[src/rtl/noc_ejection_unit.sv]
`default_nettype none
// +----------------------------------------------------------------------------+
// | Module      : noc_ejection_unit (with noc_pkg flit format)                 |
// | Description : Local-port depacketizer. Reassembles HEAD/BODY/TAIL or       |
// |               HEADTAIL flits into one message with head fields, buffered   |
// |               body/tail payloads, length, truncation and misroute flags.   |
// | Revision    : 1.0 - initial release                                        |
// +----------------------------------------------------------------------------+

package noc_pkg;
  localparam int DEST_ADDR_SIZE_X  = 4;
  localparam int DEST_ADDR_SIZE_Y  = 4;
  // Head payload carries {src_x, src_y, 64-bit head data}.
  localparam int HEAD_PAYLOAD_SIZE = DEST_ADDR_SIZE_X + DEST_ADDR_SIZE_Y + 64;
  localparam int FLIT_DATA_SIZE    = HEAD_PAYLOAD_SIZE;

  localparam logic [1:0] FLIT_HEAD     = 2'd0;
  localparam logic [1:0] FLIT_BODY     = 2'd1;
  localparam logic [1:0] FLIT_TAIL     = 2'd2;
  localparam logic [1:0] FLIT_HEADTAIL = 2'd3;

  typedef union packed {
    logic [HEAD_PAYLOAD_SIZE-1:0] head_pl;
    logic [FLIT_DATA_SIZE-1:0]    bt_pl;
  } flit_payload_t;

  typedef struct packed {
    logic [1:0]                  flit_type;
    logic [DEST_ADDR_SIZE_X-1:0] x_dest;
    logic [DEST_ADDR_SIZE_Y-1:0] y_dest;
    flit_payload_t               payload;
  } flit_novc_t;
endpackage

module noc_ejection_unit
  import noc_pkg::*;
#(
  parameter int LOCAL_X  = 0,
  parameter int LOCAL_Y  = 0,
  parameter int MAX_BODY = 4,
  localparam int LW      = $clog2(MAX_BODY + 1)
) (
  input  logic                               clk,
  input  logic                               rst_n,
  input  logic                               flit_valid_i,
  input  logic [$bits(flit_novc_t)-1:0]      flit_i,
  output logic                               flit_ready_o,
  output logic                               msg_valid_o,
  input  logic                               msg_ready_i,
  output logic [DEST_ADDR_SIZE_X-1:0]        msg_src_x_o,
  output logic [DEST_ADDR_SIZE_Y-1:0]        msg_src_y_o,
  output logic [63:0]                        msg_head_o,
  output logic [MAX_BODY*FLIT_DATA_SIZE-1:0] msg_body_o,
  output logic [LW-1:0]                      msg_len_o,
  output logic                               msg_trunc_o,
  output logic                               msg_misroute_o,
  output logic                               err_orphan_o,
  output logic                               err_head_o
);

  localparam logic [1:0] S_IDLE    = 2'd0;
  localparam logic [1:0] S_COLLECT = 2'd1;
  localparam logic [1:0] S_DELIVER = 2'd2;

  localparam logic [DEST_ADDR_SIZE_X-1:0] LOC_X   = DEST_ADDR_SIZE_X'(LOCAL_X);
  localparam logic [DEST_ADDR_SIZE_Y-1:0] LOC_Y   = DEST_ADDR_SIZE_Y'(LOCAL_Y);
  localparam logic [LW-1:0]               LEN_MAX = LW'(MAX_BODY);

  logic [1:0] state;
  logic [1:0] next_state;
  flit_novc_t flit;
  logic       accept;
  logic       is_head;
  logic       is_last;

  assign flit    = flit_novc_t'(flit_i);
  assign accept  = flit_valid_i && flit_ready_o;
  assign is_head = (flit.flit_type == FLIT_HEAD) || (flit.flit_type == FLIT_HEADTAIL);
  assign is_last = (flit.flit_type == FLIT_TAIL) || (flit.flit_type == FLIT_HEADTAIL);

  // State register; ready tracks next state so it is low for the whole delivery.
  always_ff @(posedge clk or negedge rst_n) begin
    if (!rst_n) begin
      state        <= S_IDLE;
      flit_ready_o <= 1'b0;
    end else begin
      state        <= next_state;
      flit_ready_o <= (next_state != S_DELIVER);
    end
  end

  // Next-state: a head restarts from any non-delivery state, a last flit delivers.
  always_comb begin
    next_state = state;
    case (state)
      S_IDLE: begin
        if (accept && is_head) begin
          next_state = is_last ? S_DELIVER : S_COLLECT;
        end
      end
      S_COLLECT: begin
        if (accept && is_last) begin
          next_state = S_DELIVER;
        end
      end
      S_DELIVER: begin
        if (msg_ready_i) begin
          next_state = S_IDLE;
        end
      end
      default: next_state = S_IDLE;
    endcase
  end

  // Output decode: a message is presented only while holding it in DELIVER.
  always_comb begin
    msg_valid_o = (state == S_DELIVER);
  end

  // Datapath: head capture, body storage with saturation, error pulses, clear on handshake.
  always_ff @(posedge clk or negedge rst_n) begin
    if (!rst_n) begin
      msg_src_x_o    <= '0;
      msg_src_y_o    <= '0;
      msg_head_o     <= '0;
      msg_body_o     <= '0;
      msg_len_o      <= '0;
      msg_trunc_o    <= 1'b0;
      msg_misroute_o <= 1'b0;
      err_orphan_o   <= 1'b0;
      err_head_o     <= 1'b0;
    end else begin
      err_orphan_o <= 1'b0;
      err_head_o   <= 1'b0;
      if (accept) begin
        if (is_head) begin
          // A head inside an open packet discards the partial packet first.
          msg_src_x_o    <= flit.payload.head_pl[HEAD_PAYLOAD_SIZE-1 -: DEST_ADDR_SIZE_X];
          msg_src_y_o    <= flit.payload.head_pl[HEAD_PAYLOAD_SIZE-DEST_ADDR_SIZE_X-1 -: DEST_ADDR_SIZE_Y];
          msg_head_o     <= flit.payload.head_pl[63:0];
          msg_body_o     <= '0;
          msg_len_o      <= '0;
          msg_trunc_o    <= 1'b0;
          msg_misroute_o <= (flit.x_dest != LOC_X) || (flit.y_dest != LOC_Y);
          err_head_o     <= (state == S_COLLECT);
        end else if (state == S_IDLE) begin
          err_orphan_o <= 1'b1;
        end else if (state == S_COLLECT) begin
          if (msg_len_o < LEN_MAX) begin
            for (int k = 0; k < MAX_BODY; k++) begin
              if (msg_len_o == LW'(k)) begin
                msg_body_o[k*FLIT_DATA_SIZE +: FLIT_DATA_SIZE] <= flit.payload.bt_pl;
              end
            end
            msg_len_o <= msg_len_o + 1'b1;
          end else begin
            msg_trunc_o <= 1'b1;
          end
        end
      end else if ((state == S_DELIVER) && msg_ready_i) begin
        msg_body_o     <= '0;
        msg_len_o      <= '0;
        msg_trunc_o    <= 1'b0;
        msg_misroute_o <= 1'b0;
      end
    end
  end

endmodule
`default_nettype wire

[config.mk]
export PLATFORM = sky130hd
export DESIGN_NAME = noc_ejection_unit
export DESIGN_NICKNAME = d
export VERILOG_FILES = /design/src/rtl/noc_ejection_unit.sv
export SDC_FILE = /design/constraint.sdc
export NUM_CORES = 1
export LEC_CHECK = 0
export CAP_MARGIN = 20
export CORE_MARGIN = 3
export CORE_UTILIZATION = 50
export CTS_BUF_LIST = sky130_fd_sc_hd__clkbuf_16
export DETAILED_ROUTE_END_ITERATION = 8
export DONT_BUFFER_PORTS = 1
export GPL_ROUTABILITY_DRIVEN = 0
export PLACE_DENSITY = 0.71
export RECOVER_POWER = 50
export SLEW_MARGIN = 15
export SYNTH_ARGS = -nofsm -noshare
export SYNTH_HDL_FRONTEND = slang
export SYNTH_SLANG_ARGS = --single-unit
[constraint.sdc]
create_clock -name clk -period 2.3 [get_ports clk]
set_input_delay 0.23 -clock clk [delete_from_list [all_inputs] [get_ports clk]]
set_output_delay 0.23 -clock clk [all_outputs]
set_load 0.01 [all_outputs]
======== Yosys cells after proc, flatten, opt, wreduce, memory -nomap -nowiden ========
Index checks and enable logic that the tools add are counted.
Widths: inputs -> output; s select.
operators by class
  equality and inequality tests ........... 17
  reduce and logical (&&, ||, !) cells .... 21
  add/sub/neg operators ................... 1
  order comparisons ....................... 1
  multiplexer cells ....................... 34
operators by type and width
  kind                 number
  $mux 288             6
  $mux 72              4
  $reduce_and 5->1     4
  $mux 3               6
  $ne 3x1->1 const B   6
  $mux 1               13
  $mux 2               4
  $reduce_and 4->1     2
  $reduce_bool 4->1    2
  $eq 2x2->1 const B   3
  $eq 3x2->1 const B   2
  $ne 3x3->1 const B   2
  $pmux 2 s3           1
  $logic_and 1x1->1    4
  $logic_not 2->1      2
  $reduce_and 2->1     2
  $add 3x1->3 const B  1
  $eq 3x1->1 const B   1
  $logic_not 3->1      1
  $logic_or 1x1->1     3
  $lt 3x3->1 const B   1
  $eq 2x1->1 const B   1
  $ne 2x1->1 const B   1
  $ne 2x2->1 const B   1
  $reduce_bool 2->1    1
storage, ports and cells
  output and inout bits ................... 369
  logic and storage cells ................. 88
  bits in registers ....................... 370
  input port bits ......................... 86

======== Depth between registers and ports, before layout ========
  depth in word-level cells ............... 7
  depth in mapped cells ................... 8
  depth with buffers taken out ............ 6

======== Worst setup path after synthesis ========
No wires, ideal clock.
  kind .................................... input-to-reg
  from .................................... input port flit_i[80]
  to ...................................... register msg_body_o[12]
  path slack .............................. 0.504 ns
  cell stages on the path ................. 7
  buffers on the path ..................... 2
  required time ........................... 2.179 ns
  setup time .............................. 0.121 ns
  arrival ................................. 1.675 ns
  cell sequence ........................... inv_1 -> ha_1 -> nand3b_1 -> a21o_1 -> clkbuf_2 -> clkbuf_1 -> a32o_2
on the way
  cells in the longest elaborated chain, start to end .. 4
  elaborated cells on any way between the ends .. 10
  classes of those cells .................. 5 x eq/ne; 2 x mux; 3 x reduce/logical
RTL lines
  what                                                                  line  text
  start: declaration                                                    46    input logic [$bits(flit_novc_t)-1:0] flit_i,
  $eq 2x2->1 / $logic_not 2->1 (equally long branches)                  78    assign is_head = (flit.flit_type == FLIT_HEAD) || (flit.flit_type == FLIT_HEADTAIL);
  $logic_or 1x1->1 (*)                                                  78
  $ne 3x1->1 (no source line), or another cell as far along             --
  $reduce_and 5->1 (no source line) / $mux 288 (equally long branches)  --
  end signal: indexed assignment                                        152   msg_body_o[k*FLIT_DATA_SIZE +: FLIT_DATA_SIZE] <= flit.payload.bt_pl;
  end: declaration                                                      53    output logic [MAX_BODY*FLIT_DATA_SIZE-1:0] msg_body_o,
Every way passes the cells marked *; elsewhere a longest branch is shown, timed or not.
A chain may end at the register's enable or synchronous reset.

======== Final worst setup path ========
  from .................................... register msg_len_o[1]
  to ...................................... register msg_body_o[71]
on the way
  cells in the longest elaborated chain, start to end .. 3
  elaborated cells on any way between the ends .. 5
  classes of those cells .................. 1 x order compare; 2 x eq/ne; 2 x reduce/logical
RTL lines
  what                                                  line      text
  start: declaration                                    54        output logic [LW-1:0] msg_len_o,
  start signal: assignment                              155       msg_len_o <= msg_len_o + 1'b1;
  $lt 3x3->1 / $logic_not 3->1 (equally long branches)  149, 151
  $ne 3x1->1 (no source line)                           --
  $reduce_and 5->1 (no source line) (*)                 --
Marked as above.

==> implementation parameters <==
Parameter                              Value

Run status
  Status    complete, but fails checks
  Violations in the final reports    hold timing

Timing
  Period minus WS final    between 2 and 2.5 ns
  Final setup skew    0.0113 ns
  Final setup violation count    0
  Aggregate negative setup slack    0 ns
  Post-route worst setup slack    around 0.25 ns
  Ratio of final minimum period to clock period    about nine tenths
  Normalized max-slew margin    approximately 45%
  Hold violation count in the final report    370
  Highest Clock Rate    just under 500 MHz
  Worst hold slack    -0.584 ns
  Worst Tran Pin Value    between 0.8 and 0.9 ns
  Unrepaired setup endpoints after global routing    false
  Final slew viol count    0

Worst setup path
  Maximum fanout along the worst path    37
  Critical Setup Path Class    flip-flop to flip-flop
  Slowest Stage Delay on Critical Path    0.61 ns
  Capturing element type of the critical path    flip-flop
  Data arrival, critical path    between 2 and 2.5 ns
  Kind of start point of the critical path    flip-flop
  Reg-to-Reg End    msg_body_o[71]
  Ordered cell list for the critical path    inv_1, ha_1, a21o_2, o21ai_4, buf_4, a32o_1
  Launch instance of the worst register-to-register path    msg_len_o[1]
  Number of cells traversed by the worst register-to-register path    6
  R2r setup slk    between 0.2 and 0.3 ns
  Req. time, crit path    2.74 ns
  Slowest CP cell    dfrtp_1

Routing
  Initial DRC count    roughly 1100
  DR WL/cell    ~29 um
  Total detailed-routing wirelength    between 40 and 50 mm
  DRT Pass-1 Iters    7
  # DRC    0
  Vias    between 9000 and 10000
  Detail Route Antenna Nets    0
  Per-cell via count in the routed design    6.63

Power
  Static Leak    approximately 0.009 uW
  Tot Pwr    20000 uW
  Clock share of power    between 20 and 30%
  Peak VDD IR    roughly 0.65 mV
  Proportion of total power due to net switching    33.4%
  Switching power summed over all nets    approximately 6700 uW
  Combinational share of power    17.9%
  Sequential group share of total power    around 53%
  Power Density    1220 mW/mm^2
  Design internal power    about 13000 uW

GRT
  Via count of the first global-routing pass    10000
  Total global routing track utilization    a little over a quarter
  Pin count of the biggest net entering global routing    between 300 and 400
  Wire length of the first global-routing pass    between 60 and 70 mm
  Initial antenna violation count    0
  Total grt overflow    0

Synth
  Async set or reset register ratio after synthesis    100%
  Post-synthesis net count    1134
  Instance count of the mapped netlist    1041
  Synthesized area per cell    between 10 and 15 sq um
  Synthesized-area fraction occupied by and/or/nand/nor cells    ~6.5%
  Sequential cell area fraction in the yosys report    64.6%
  Post-synth EDFFs    0
  Post-synthesis share of cell area spent on xor and xnor gates    0%
  Library cells used by synthesis    31
  Complex-gate fraction of the synthesized area    a little under a quarter
  Adder and majority gate portion of the synthesized area    less than 1%
  Flop and latch count out of synthesis    370
  Multiplexer share of the synthesized area    0%
  Mapped cell area    ~0.014 sq mm
  Dominant synthesized flop cell    dfrtp_1
  Combinational family with the most area after synthesis    compound AO/OA/AOI/OAI gates
  Yosys warnings    0

Place
  Pre-CTS WS    approximately 0.16 ns
  Post-DP HPWL    between 20 and 30 mm
  Buffers on Ports    0

CTS
  Clock latency on the worst-skew pair    around 0.51 ns
  Hold bufs inserted after CTS    73
  Clock tree from TritonCTS    yes
  H-tree depth    2
  Post-CTS setup buffer count    0
  Clock sinks    370
  Number of buffers created by CTS    38
  CTS Root Buffer Type    clkbuf_16
  Clock-pin slew of the registers on the worst-case setup and hold paths    approximately 0.06 ns
  CTS max path bufs    3

Cells and area
  Nets    1168
  Share of final-layout standard cells stronger than drive strength 1    about 29%
  Final core occ    between 50% and 60%
  Layout-stage area growth over the synthesis result    14.7%
  Diodes inserted    0

Floorplan
  FP Rows    61
  Die Span X    around 180 um
  Top-level port count    455
  Total core area    around 0.028 sq mm
  Initial cell density of the core    between 50% and 60%
  Floorplan die height    around 180 um
  Area of the die    ~0.031 sq mm

Job
  Number of max-cap violations    0

Min path
  Worst hold-check path type    input port to asynchronous set/reset pin
[power by group through the flow]
stage	registers, uW	logic, uW	clock network [uW]
finish	10500	3570	5880
global route	10700	3890	6270
CTS	10500	3570	5980
detailed placement	10600	3360	0
global placement	10600	3220	0
floorplan	9990	2780	0
[worst max-delay path: cells and delay by family (launching register included)]
family | cells | cell delay [ns]
DFF | 1 | 0.61
adders and majority gates | 1 | 0.23
buffers and inverters | 2 | 0.60
AOI/OAI and AO/OA | 3 | 0.51
[cells in the final DEF (no fill, tap or decap), types with 2 or more instances in the layout]
cell type | netlist | routed
nand2_1 | 219 | 219
a21oi_1 | 2 | 2
clkbuf_16 | 0 | 41
clkinv_2 | 0 | 5
o31a_1 | 2 | 2
buf_4 | 2 | 22
dfrtp_1 | 370 | 370
a32o_2 | 220 | 220
nor3_1 | 2 | 2
bufinv_16 | 0 | 2
nor2_1 | 9 | 7
clkinv_1 | 0 | 13
buf_12 | 0 | 8
a32o_1 | 69 | 69
a21o_2 | 0 | 3
o21ai_4 | 4 | 4
a21o_1 | 7 | 3
inv_1 | 6 | 11
dlygate4sd3_1 | 0 | 73
ha_1 | 7 | 7
o21a_1 | 2 | 2
nor4_1 | 2 | 2
nor2_4 | 0 | 2
[per-stage QoR]
stage | area, sq um | std cells
after global routing | 16400 | 1481
after CTS | 16400 | 1481
after floorplan | 14300 | 1041
final | 16400 | 1481
after detailed placement | 14500 | 1340
after global placement | 14500 | 1340
[area by class of cell]
cell class                 count  area, sq um
fill                        2183        11600
multi-input combinational    555         4420
timing repair buffer         103         1060
clock inverter                27          169
sequential                   370         9260
inverter                       7         26.3
tap                          378          473
clock buffer                  41         1030
[cell families (layout without fill, tap and decap cells)]
group,count (synthesis),in the layout
and+or+nand+nor,238,238
AOI/OAI and AO/OA,310,310
buffers and inverters,116,178
DFF,370,370
adders and majority gates,7,7
[timing repair]
action	in CTS	in global routing
gates resized for setup	0	0
endpoints found under the setup margin	0	0
endpoints found under the hold margin	731	370
[synthesized netlist by cell type (all sizes together), types with 2 or more instances]
master	n	area, sq um
a21o	7	52.6
nand2	219	822
dfrtp	370	9260
buf	49	427
o31a	2	17.5
nor4	2	12.5
inv	7	26.3
nor2	9	33.8
clkbuf	60	230
a21oi	3	26.3
o21a	2	15.0
nor3	2	10.0
a32o	289	3170
ha	7	87.6
o21ai	4	65.1
[sequential cells by signal, summed over array words and instances (netlist names)]
register        cells
err_head_o          1
err_orphan_o        1
flit_ready_o        1
msg_body_o        288
msg_head_o         64
msg_len_o           3
msg_misroute_o      1
msg_src_x_o         4
msg_src_y_o         4
msg_trunc_o         1
state               2
[layer usage]
layer,global-route usage [%],share of wire [%],wire length [um],vias to the layer above
met1,32.9,37,15700,5085
met3,11.0,12,5200,77
met4,8.71,2.9,1250,0
met5,0,0,0,-
li1,-,-,-,4074
met2,43.5,48,20600,576
[worst max path at each step]
stage | slack [ns] | depth (start not counted) | to | start
after floorplan | 0.50 | 7 | msg_body_o[12] | flit_i[80]
after global placement | 0.18 | 7 | msg_body_o[173] | flit_i[80]
after detailed placement | 0.16 | 7 | msg_body_o[155] | flit_i[80]
after CTS | 0.21 | 6 | msg_body_o[71] | msg_len_o[1]
after global routing | 0.11 | 6 | msg_body_o[71] | msg_len_o[1]
final | 0.25 | 6 | msg_body_o[71] | msg_len_o[1]
Note: power is estimated with default switching activity, not from simulation.
